==> src/rtl/pipeline_hazard_controller.sv <==
// ---------------------------------------------------------------------------
// pipeline_hazard_controller
//
// Interlock and redirect sequencer for the 5-stage SimpleRISC core. It drives
// the pipeline-register write enables, the bubble/flush controls and the PC
// mux. It resolves load-use hazards, taken EX branches, multi-cycle div/mod
// occupancy of EX, and data-memory wait states.
//
// Optional feature macro: HAZARD_PERF_CNT_EN adds the stall_cycles and
// flush_count performance counter outputs.
//
// Parameters:
//   DIV_LATENCY      total cycles a div/mod occupies EX (1..16, 1 = no stall)
//
// Ports:
//   clk              core clock, all state updates on the rising edge
//   rst              synchronous active-high reset
//   id_inst[31:0]    instruction in ID (op[31:27] I[26] rd[25:22] rs1[21:18] rs2[17:14])
//   id_valid         ID holds a real instruction
//   ex_inst[31:0]    instruction in EX
//   ex_valid         EX holds a real instruction
//   ex_branch_taken  branch unit resolved a taken branch in EX
//   ex_branch_target[31:0] redirect address for the EX branch
//   mem_busy         data memory not ready this cycle
//   pc_write         PC load enable
//   pc_sel           1 selects pc_redirect, 0 selects PC+4
//   pc_redirect[31:0] ex_branch_target while pc_sel=1, else 0
//   if_id_write / id_ex_write / ex_mem_write   pipeline register load enables
//   if_id_flush / id_ex_bubble / ex_mem_bubble / mem_wb_bubble  nop inserts
//   busy             FSM is in MULTI
//   stall_cycles[31:0], flush_count[31:0]  (HAZARD_PERF_CNT_EN only)
// ---------------------------------------------------------------------------
module pipeline_hazard_controller #(
  parameter int DIV_LATENCY = 4
) (
  input  logic        clk,
  input  logic        rst,
  input  logic [31:0] id_inst,
  input  logic        id_valid,
  input  logic [31:0] ex_inst,
  input  logic        ex_valid,
  input  logic        ex_branch_taken,
  input  logic [31:0] ex_branch_target,
  input  logic        mem_busy,
  output logic        pc_write,
  output logic        pc_sel,
  output logic [31:0] pc_redirect,
  output logic        if_id_write,
  output logic        id_ex_write,
  output logic        ex_mem_write,
  output logic        if_id_flush,
  output logic        id_ex_bubble,
  output logic        ex_mem_bubble,
  output logic        mem_wb_bubble,
  output logic        busy
`ifdef HAZARD_PERF_CNT_EN
  ,
  output logic [31:0] stall_cycles,
  output logic [31:0] flush_count
`endif
);

  localparam logic [4:0] OP_NOT = 5'b01000;
  localparam logic [4:0] OP_MOV = 5'b01001;
  localparam logic [4:0] OP_DIV = 5'b00011;
  localparam logic [4:0] OP_MOD = 5'b00100;
  localparam logic [4:0] OP_LD  = 5'b01110;
  localparam logic [4:0] OP_ST  = 5'b01111;
  localparam logic [4:0] OP_RET = 5'b10100;
  localparam logic [4:0] OP_ALU_LAST = 5'b01100;

  // With DIV_LATENCY==1 the divider never stalls, so the counter load value
  // is irrelevant; clamp it to avoid a negative constant.
  localparam bit         DIV_STALLS = (DIV_LATENCY > 1);
  localparam logic [3:0] CNT_INIT   = DIV_STALLS ? 4'(DIV_LATENCY - 2) : 4'd0;

  typedef enum logic {RUN, MULTI} state_t;

  state_t     state_reg;
  logic [3:0] cnt_reg;

  // ID field decode
  logic [4:0] id_op;
  logic       id_imm;
  logic [3:0] id_rd;
  logic [3:0] id_rs1;
  logic [3:0] id_rs2;
  logic [4:0] ex_op;
  logic [3:0] ex_dst;

  assign id_op  = id_inst[31:27];
  assign id_imm = id_inst[26];
  assign id_rd  = id_inst[25:22];
  assign id_rs1 = id_inst[21:18];
  assign id_rs2 = id_inst[17:14];
  assign ex_op  = ex_inst[31:27];
  assign ex_dst = ex_inst[25:22];

  // Fields that play no part in hazard detection.
  logic unused_bits;
  assign unused_bits = ^{id_inst[13:0], ex_inst[26], ex_inst[21:0]};

  logic alu_op;
  logic reads_rs1;
  logic reads_rs2;
  logic reads_rd;
  logic reads_r15;
  logic lu;
  logic dv;
  logic hold;

  always_comb begin
    alu_op    = (id_op <= OP_ALU_LAST);
    reads_rs1 = (alu_op && id_op != OP_NOT && id_op != OP_MOV) ||
                id_op == OP_LD || id_op == OP_ST;
    // not/mov are inside the ALU range, so they read rs2 in register form too.
    reads_rs2 = alu_op && !id_imm;
    reads_rd  = (id_op == OP_ST);
    reads_r15 = (id_op == OP_RET);

    lu = ex_valid && id_valid && (ex_op == OP_LD) &&
         ((reads_rs1 && id_rs1 == ex_dst) ||
          (reads_rs2 && id_rs2 == ex_dst) ||
          (reads_rd  && id_rd  == ex_dst) ||
          (reads_r15 && ex_dst == 4'd15));

    dv   = ex_valid && (ex_op == OP_DIV || ex_op == OP_MOD) && DIV_STALLS;
    // A div/mod is only detected in RUN; in MULTI the counter alone decides,
    // so the instruction is never re-detected on its release cycle.
    hold = (state_reg == RUN && dv) || (state_reg == MULTI && cnt_reg != 4'd0);
  end

  // State and occupancy counter
  always_ff @(posedge clk) begin
    if (rst) begin
      state_reg <= RUN;
      cnt_reg   <= 4'd0;
    end else begin
      case (state_reg)
        RUN: begin
          if (dv) begin
            state_reg <= MULTI;
            cnt_reg   <= CNT_INIT;
          end
        end
        MULTI: begin
          // The countdown keeps running through memory waits; only the exit
          // from MULTI waits for the memory to become ready.
          if (cnt_reg != 4'd0) begin
            cnt_reg <= cnt_reg - 4'd1;
          end else if (!mem_busy) begin
            state_reg <= RUN;
          end
        end
        default: begin
          state_reg <= RUN;
          cnt_reg   <= 4'd0;
        end
      endcase
    end
  end

  assign busy = (state_reg == MULTI);

  // Prioritised pipeline control
  always_comb begin
    pc_write      = 1'b1;
    pc_sel        = 1'b0;
    pc_redirect   = 32'd0;
    if_id_write   = 1'b1;
    id_ex_write   = 1'b1;
    ex_mem_write  = 1'b1;
    if_id_flush   = 1'b0;
    id_ex_bubble  = 1'b0;
    ex_mem_bubble = 1'b0;
    mem_wb_bubble = 1'b0;

    if (rst) begin
      pc_write     = 1'b0;
      if_id_write  = 1'b0;
      id_ex_write  = 1'b0;
      ex_mem_write = 1'b0;
      if_id_flush  = 1'b1;
      id_ex_bubble = 1'b1;
    end else if (mem_busy) begin
      // Whole pipe frozen; a taken branch in EX stays there and redirects later.
      pc_write      = 1'b0;
      if_id_write   = 1'b0;
      id_ex_write   = 1'b0;
      ex_mem_write  = 1'b0;
      mem_wb_bubble = 1'b1;
    end else if (hold) begin
      pc_write      = 1'b0;
      if_id_write   = 1'b0;
      id_ex_write   = 1'b0;
      ex_mem_bubble = 1'b1;
    end else if (ex_valid && ex_branch_taken) begin
      // The ID instruction is squashed, so a coincident load-use is moot.
      pc_sel       = 1'b1;
      pc_redirect  = ex_branch_target;
      if_id_flush  = 1'b1;
      id_ex_bubble = 1'b1;
    end else if (lu) begin
      pc_write     = 1'b0;
      if_id_write  = 1'b0;
      id_ex_bubble = 1'b1;
    end
  end

`ifdef HAZARD_PERF_CNT_EN
  always_ff @(posedge clk) begin
    if (rst) begin
      stall_cycles <= 32'd0;
      flush_count  <= 32'd0;
    end else begin
      if (!pc_write && stall_cycles != 32'hFFFF_FFFF) begin
        stall_cycles <= stall_cycles + 32'd1;
      end
      if (pc_sel && flush_count != 32'hFFFF_FFFF) begin
        flush_count <= flush_count + 32'd1;
      end
    end
  end
`endif

endmodule
==> config.mk <==
export PLATFORM = sky130hd
export DESIGN_NAME = pipeline_hazard_controller
export DESIGN_NICKNAME = d
export VERILOG_FILES = /design/src/rtl/pipeline_hazard_controller.sv
export SDC_FILE = /design/constraint.sdc
export NUM_CORES = 1
export LEC_CHECK = 0
export ABC_AREA = 1
export CORE_MARGIN = 4
export CORE_UTILIZATION = 25
export CTS_CLUSTER_SIZE = 24
export DETAILED_ROUTE_END_ITERATION = 10
export GPL_TIMING_DRIVEN = 0
export PLACE_DENSITY = 0.85
export SYNTH_ARGS = -nofsm -noshare
export SYNTH_HDL_FRONTEND = slang
export SYNTH_SLANG_ARGS = --single-unit
==> constraint.sdc <==
create_clock -name clk -period 1.64 [get_ports clk]
set_input_delay 0.164 -clock clk [delete_from_list [all_inputs] [get_ports clk]]
set_output_delay 0.164 -clock clk [all_outputs]
set_load 0.01 [all_outputs]
=== Word-level counts from Yosys, hierarchy flattened ===
Index checks and enable logic that the tools add are counted.

* Bits of input ports: 102
* Latch bits: 0
* Memory bits (read-only): 0
* Memories kept: 0
* Register bits: 5
* Bits in writable memories: 0
* Output and inout bits: 42

* Magnitude comparators: 1
* Div/mod/pow operators: 0
* Multipliers: 0
* Bitwise operators: 1
* Shift operators: 0
* Mux-type cells: 35
* Equality and inequality tests: 14
* Add/subtract/negate cells: 1
* Reductions and logical operators: 24

{| class="wikitable"
|+ Operator list
! operator !! number
|-
| two-way mux 32 bit || 4
|-
| two-way mux 1 bit || 27
|-
| == test 5 x 4 -> 1 bit, second input constant || 3
|-
| logical AND 1 bit || 14
|-
| == test 4 bit || 3
|-
| != test 5 x 4 -> 1 bit, second input constant || 2
|-
| two-way mux 4 bit || 2
|-
| case mux 4 bit (2 select lines) || 1
|-
| logical OR 1 bit || 7
|-
| == test 5 x 2 -> 1 bit, second input constant || 1
|-
| == test 5 x 3 -> 1 bit, second input constant || 1
|-
| == test 5 bit, second input constant || 1
|-
| less-or-equal comparator 5 x 4 -> 1 bit, second input constant || 1
|-
| == test 4 bit, second input constant || 1
|-
| nonzero test 4 bit || 1
|-
| subtractor 4 x 1 -> 4 bit, second input constant || 1
|-
| != test 2 x 1 -> 1 bit, second input constant || 1
|-
| != test 2 bit, second input constant || 1
|-
| case mux 1 bit (2 select lines) || 1
|-
| AND reduction 2 bit || 1
|-
| logical NOT 1 bit || 1
|-
| NOT 1 bit || 1
|}

=== Logic depth before layout (Yosys ltp) ===
* Depth in word-level cells: 15
* Depth in mapped cells: 10
* Mapped depth without buffers: 10

=== Worst setup path before layout ===
Ideal clock, no wire load.

* Path type: reg2out
* From: reg cnt_reg[0]
* To: out pc_write
* Path buffers: 2
* Data arrival time: 1539 ps
* Stages on the path, launching flop included: 11
* Setup slack: -63 ps
* Cells stage by stage: dfxtp_1 -> inv_1 -> ha_1 -> a21oi_2 -> clkinv_2 -> nand2_4 -> nor3_4 -> nand2_4 -> buf_12 -> nand2_2 -> buf_4

* Word-level cells in the longest chain between the ends: 6

{| class="wikitable"
|+ RTL lines
! element !! RTL line !! text
|-
| start, declared || 80 || <nowiki>logic [3:0] cnt_reg;</nowiki>
|-
| start signal, assigned || 150 || <nowiki>cnt_reg <= cnt_reg - 4'd1;</nowiki>
|-
| nonzero test 4 bit || 130 || <nowiki>hold = (state_reg == RUN && dv) || (state_reg == MULTI && cnt_reg != 4'd0);</nowiki>
|-
| logical AND 1 bit || 130 ||
|-
| logical OR 1 bit || 130 ||
|-
| two-way mux 1 bit (3 in series) || n/a ||
|-
| end, declared || 45 || <nowiki>output logic pc_write,</nowiki>
|}

No other way between the ends.

=== Worst setup path in the final report ===
* From: reg cnt_reg[0]
* To: out pc_redirect[3]

* Word-level cells in the longest chain between the ends: 6

{| class="wikitable"
|+ RTL lines
! element !! RTL line !! text
|-
| nonzero test 4 bit || 130 ||
|-
| logical AND 1 bit || 130 ||
|-
| logical OR 1 bit || 130 ||
|-
| two-way mux 32 bit || 192 || <nowiki>end else if (hold) begin</nowiki>
|-
| two-way mux 32 bit || 185 || <nowiki>end else if (mem_busy) begin</nowiki>
|-
| two-way mux 32 bit || 178 || <nowiki>if (rst) begin</nowiki>
|-
| end, declared || 47 || <nowiki>output logic [31:0] pc_redirect,</nowiki>
|}

No other way between the ends.

==> results by group <==
Status
  • Status: complete, but fails checks
  • Failing checks: negative setup slack

Hold path
  • Hold_sp: rst
  • HP Class: in -> reg

Yosys
  • Synth area leader: nor2_4
  • Yosys Warn Count: 0
  • Syn avg cell area: 5.87 um^2
  • Syn Nets: 312
  • Register area share after synthesis: 0.0816
  • Top-area cell type share of the netlist area: 0.257
  • Unique masters post-synth: 24
  • Synthesized area: 1230 um^2
  • Synth Register Bits: 5
  • Cells after synthesis: 209
  • Synth top area cells: nor2_4 26%, inv_1 18%, nand2_1 15%, dfxtp_1 8.2%, nor2_1 7.3%

Routing
  • Antenna-violating nets left: 0
  • DRC violations left: 0
  • Drt first-iter violations: 26
  • Final wirelength: 4700 um
  • Average routed wire per standard cell: 11.6 um
  • Drt pass-1 iters: 4
  • Vias per std cell: 4.05
  • Via count: 1639

GRT
  • First-pass GRT wire length: 7220 um
  • Largest net degree at the start of global routing: 11
  • Gr ovfl total: 0
  • Initial antenna violation count: 0
  • Vias in the first global route: 1662
  • Tot GR Track Use: 0.144

Flow run
  • Number of max-cap violations: 0

Worst setup path
  • Crit Path Class: reg -> out
  • CP max-delay cell: dfxtp_2
  • Worst Path Arrival: 1.73 ns
  • Required time worst endpoint: 1.48 ns
  • Critical Path, Cell by Cell: inv_2, ha_4, a21oi_4, clkinv_2, nand2_4, nor3_4, nand2_4, buf_6, clkbuf_16, nor2_4, buf_6
  • Worst reg2reg startpoint: cnt_reg[0]
  • CP Capture Type: output pin
  • Crit path max fanout: 5
  • CP Launch Type: flop
  • Worst Setup SP: cnt_reg[0]
  • Critical path's largest stage delay: 0.32 ns

Clock tree
  • Worst-Skew Late Latency: 0.22 ns
  • Clock Tree Buf Depth: 2
  • Total CTS buffers: 3
  • TritonCTS clock tree: done
  • Root Buffer: clkbuf_8
  • CTS H-tree lvls: 1
  • Clk slew on worst S/H paths: 0.04 ns
  • CTS sink cnt: 5

Floorplan
  • # IOs: 144
  • Site Rows: 25
  • Starting Density: 0.260
  • Area of the die: 6090 um^2
  • Core Region: 4720 um^2
  • Die Width: 78.0 um
  • Die Height: 78.0 um

Finish
  • Fill cells: 432
  • Share of cells above drive strength 1: 0.367
  • NumNets Final: 442
  • Fin util: 0.570
  • Max FFs per register: 4
  • N_diodes: 0
  • Area delta synth->final: 120%
  • Multi-input gate area in the final layout: 910 um^2
  • Reg area: 104 um^2
  • Post-Layout Inst Area: 2690 um^2

STA
  • Fin. Hold Viols: 0
  • Final setup viols: 37
  • Skew final: 0.00284 ns
  • Final period utilization: 1.15
  • RSZ-0062 raised after global routing: yes
  • Final Max Slew Viols: 0
  • Worst Hold Slack: 0.457 ns
  • Slew HR: 0.791
  • Slew @ Worst Pin: 0.313 ns
  • Max Clock Freq: 0.529 GHz
  • Fin crit period: 1.89 ns
  • Final setup margin: -0.251 ns

Pwr
  • Tot Pwr: 802 uW
  • Peak VDD IR: 0.375 mV
  • Pwr dens: 298 nW/um^2
  • Leakage: 0.00137 uW

Placed design
  • Final GP Congestion: 0.858
  • I/O Buffers: 106
  • Dpl hpwl: 3570 um
  • Area after DPL: 2390 um^2
## cell type report
| class | instances | area share |
|---|---|---|
| clock buffer | 4 | 0.0167 |
| buffer | 2 | 0.0116 |
| tap | 67 | 0.0311 |
| inverter | 62 | 0.0869 |
| timing repair buffer | 127 | 0.477 |
| sequential | 5 | 0.0386 |
| multi-input combinational | 138 | 0.338 |
## cells in the mapped netlist, drive strengths merged
master / n
dfxtp: 5
o21ai: 5
nand3: 9
or2: 1
clkinv: 1
nor2: 53
ha: 1
inv: 61
buf: 4
nand4: 1
nor3: 6
nand2: 54
a21oi: 6
o22ai: 1
nor4: 1
## metrics by stage
| step | setup WS [ns] | setup TNS [ns] | instances |
|---|---|---|---|
| CTS | -0.291 | -8.13 | 404 |
| detailed placement | -0.860 | -29.32 | 382 |
| floorplan | 0.0191 | 0 | 209 |
| global placement | -0.817 | -27.68 | 382 |
| global route | -0.342 | -10.24 | 405 |
| finish | -0.251 | -6.93 | 405 |
## cell usage in the layout, fill, tap and decap left out, types with 2 or more instances in the layout
master / n
dfxtp_2: 3
nor3_4: 2
dlymetal6s2s_1: 2
nand2_4: 3
o21ai_0: 4
inv_2: 5
inv_1: 56
buf_12: 2
nand2_1: 45
buf_4: 15
buf_2: 6
nor2_2: 2
nor3_1: 3
nand2_2: 6
clkbuf_8: 3
dfxtp_1: 2
clkdlybuf4s50_1: 57
nand3_1: 8
nor2_4: 29
nor2_1: 22
a21oi_1: 4
a21oi_4: 2
buf_6: 37
dlygate4sd2_1: 8
## cells by family (layout without fill, tap and decap cells)
kind of cell / after synthesis / in the layout / share of synthesized area
fa+ha+maj: 1 / 1 / 0.0102
simple gates: 125 / 125 / 0.609
buf+inv: 66 / 195 / 0.246
flops: 5 / 5 / 0.0816
compound gates: 12 / 12 / 0.0531
## routing by layer
layer / vias up / part of all wire / GRT usage / wire (um)
li1: 855 / - / - / -
met1: 705 / 0.37 / 0.143 / 1730
met2: 75 / 0.54 / 0.295 / 2560
met3: 4 / 0.078 / 0.0333 / 368
met4: 0 / 0.0089 / 0.0367 / 42
met5: - / 0 / 0 / 0
## critical path: cells and delay by family (launching register included)
family,cells,cell delay [ns]
AO/OA/AOI/OAI,1,0.06
AND/OR/NAND/NOR,4,0.41
flip-flops,1,0.32
adder cells (fa/ha/maj),1,0.16
buffers and inverters,5,0.56
## timing repair
action                                  4_1_cts  5_1_grt
gates resized for setup                     208       23
pin swaps                                    14        9
hold buffers                                  0        0
setup buffers                                16        9
cloned                                        2        1
endpoints found under the setup margin       40       42
## worst paths after layout
check | endpoint | slack [ns] | cells after the start
setup / recovery | pc_redirect[3] | -0.25 | 11
hold / removal | cnt_reg[2] | 0.46 | 2
setup reg to reg | cnt_reg[1] | 0.24 | 9
hold reg to reg | busy | 0.49 | 2
## report_power, final
part	internal [uW]	switching, uW	leakage [uW]
clock network	168	69.7	0.0000228
logic	249	189	0.00130
registers	124	1.64	0.0000419
No activity file was read; power rests on OpenSTA's default activity.
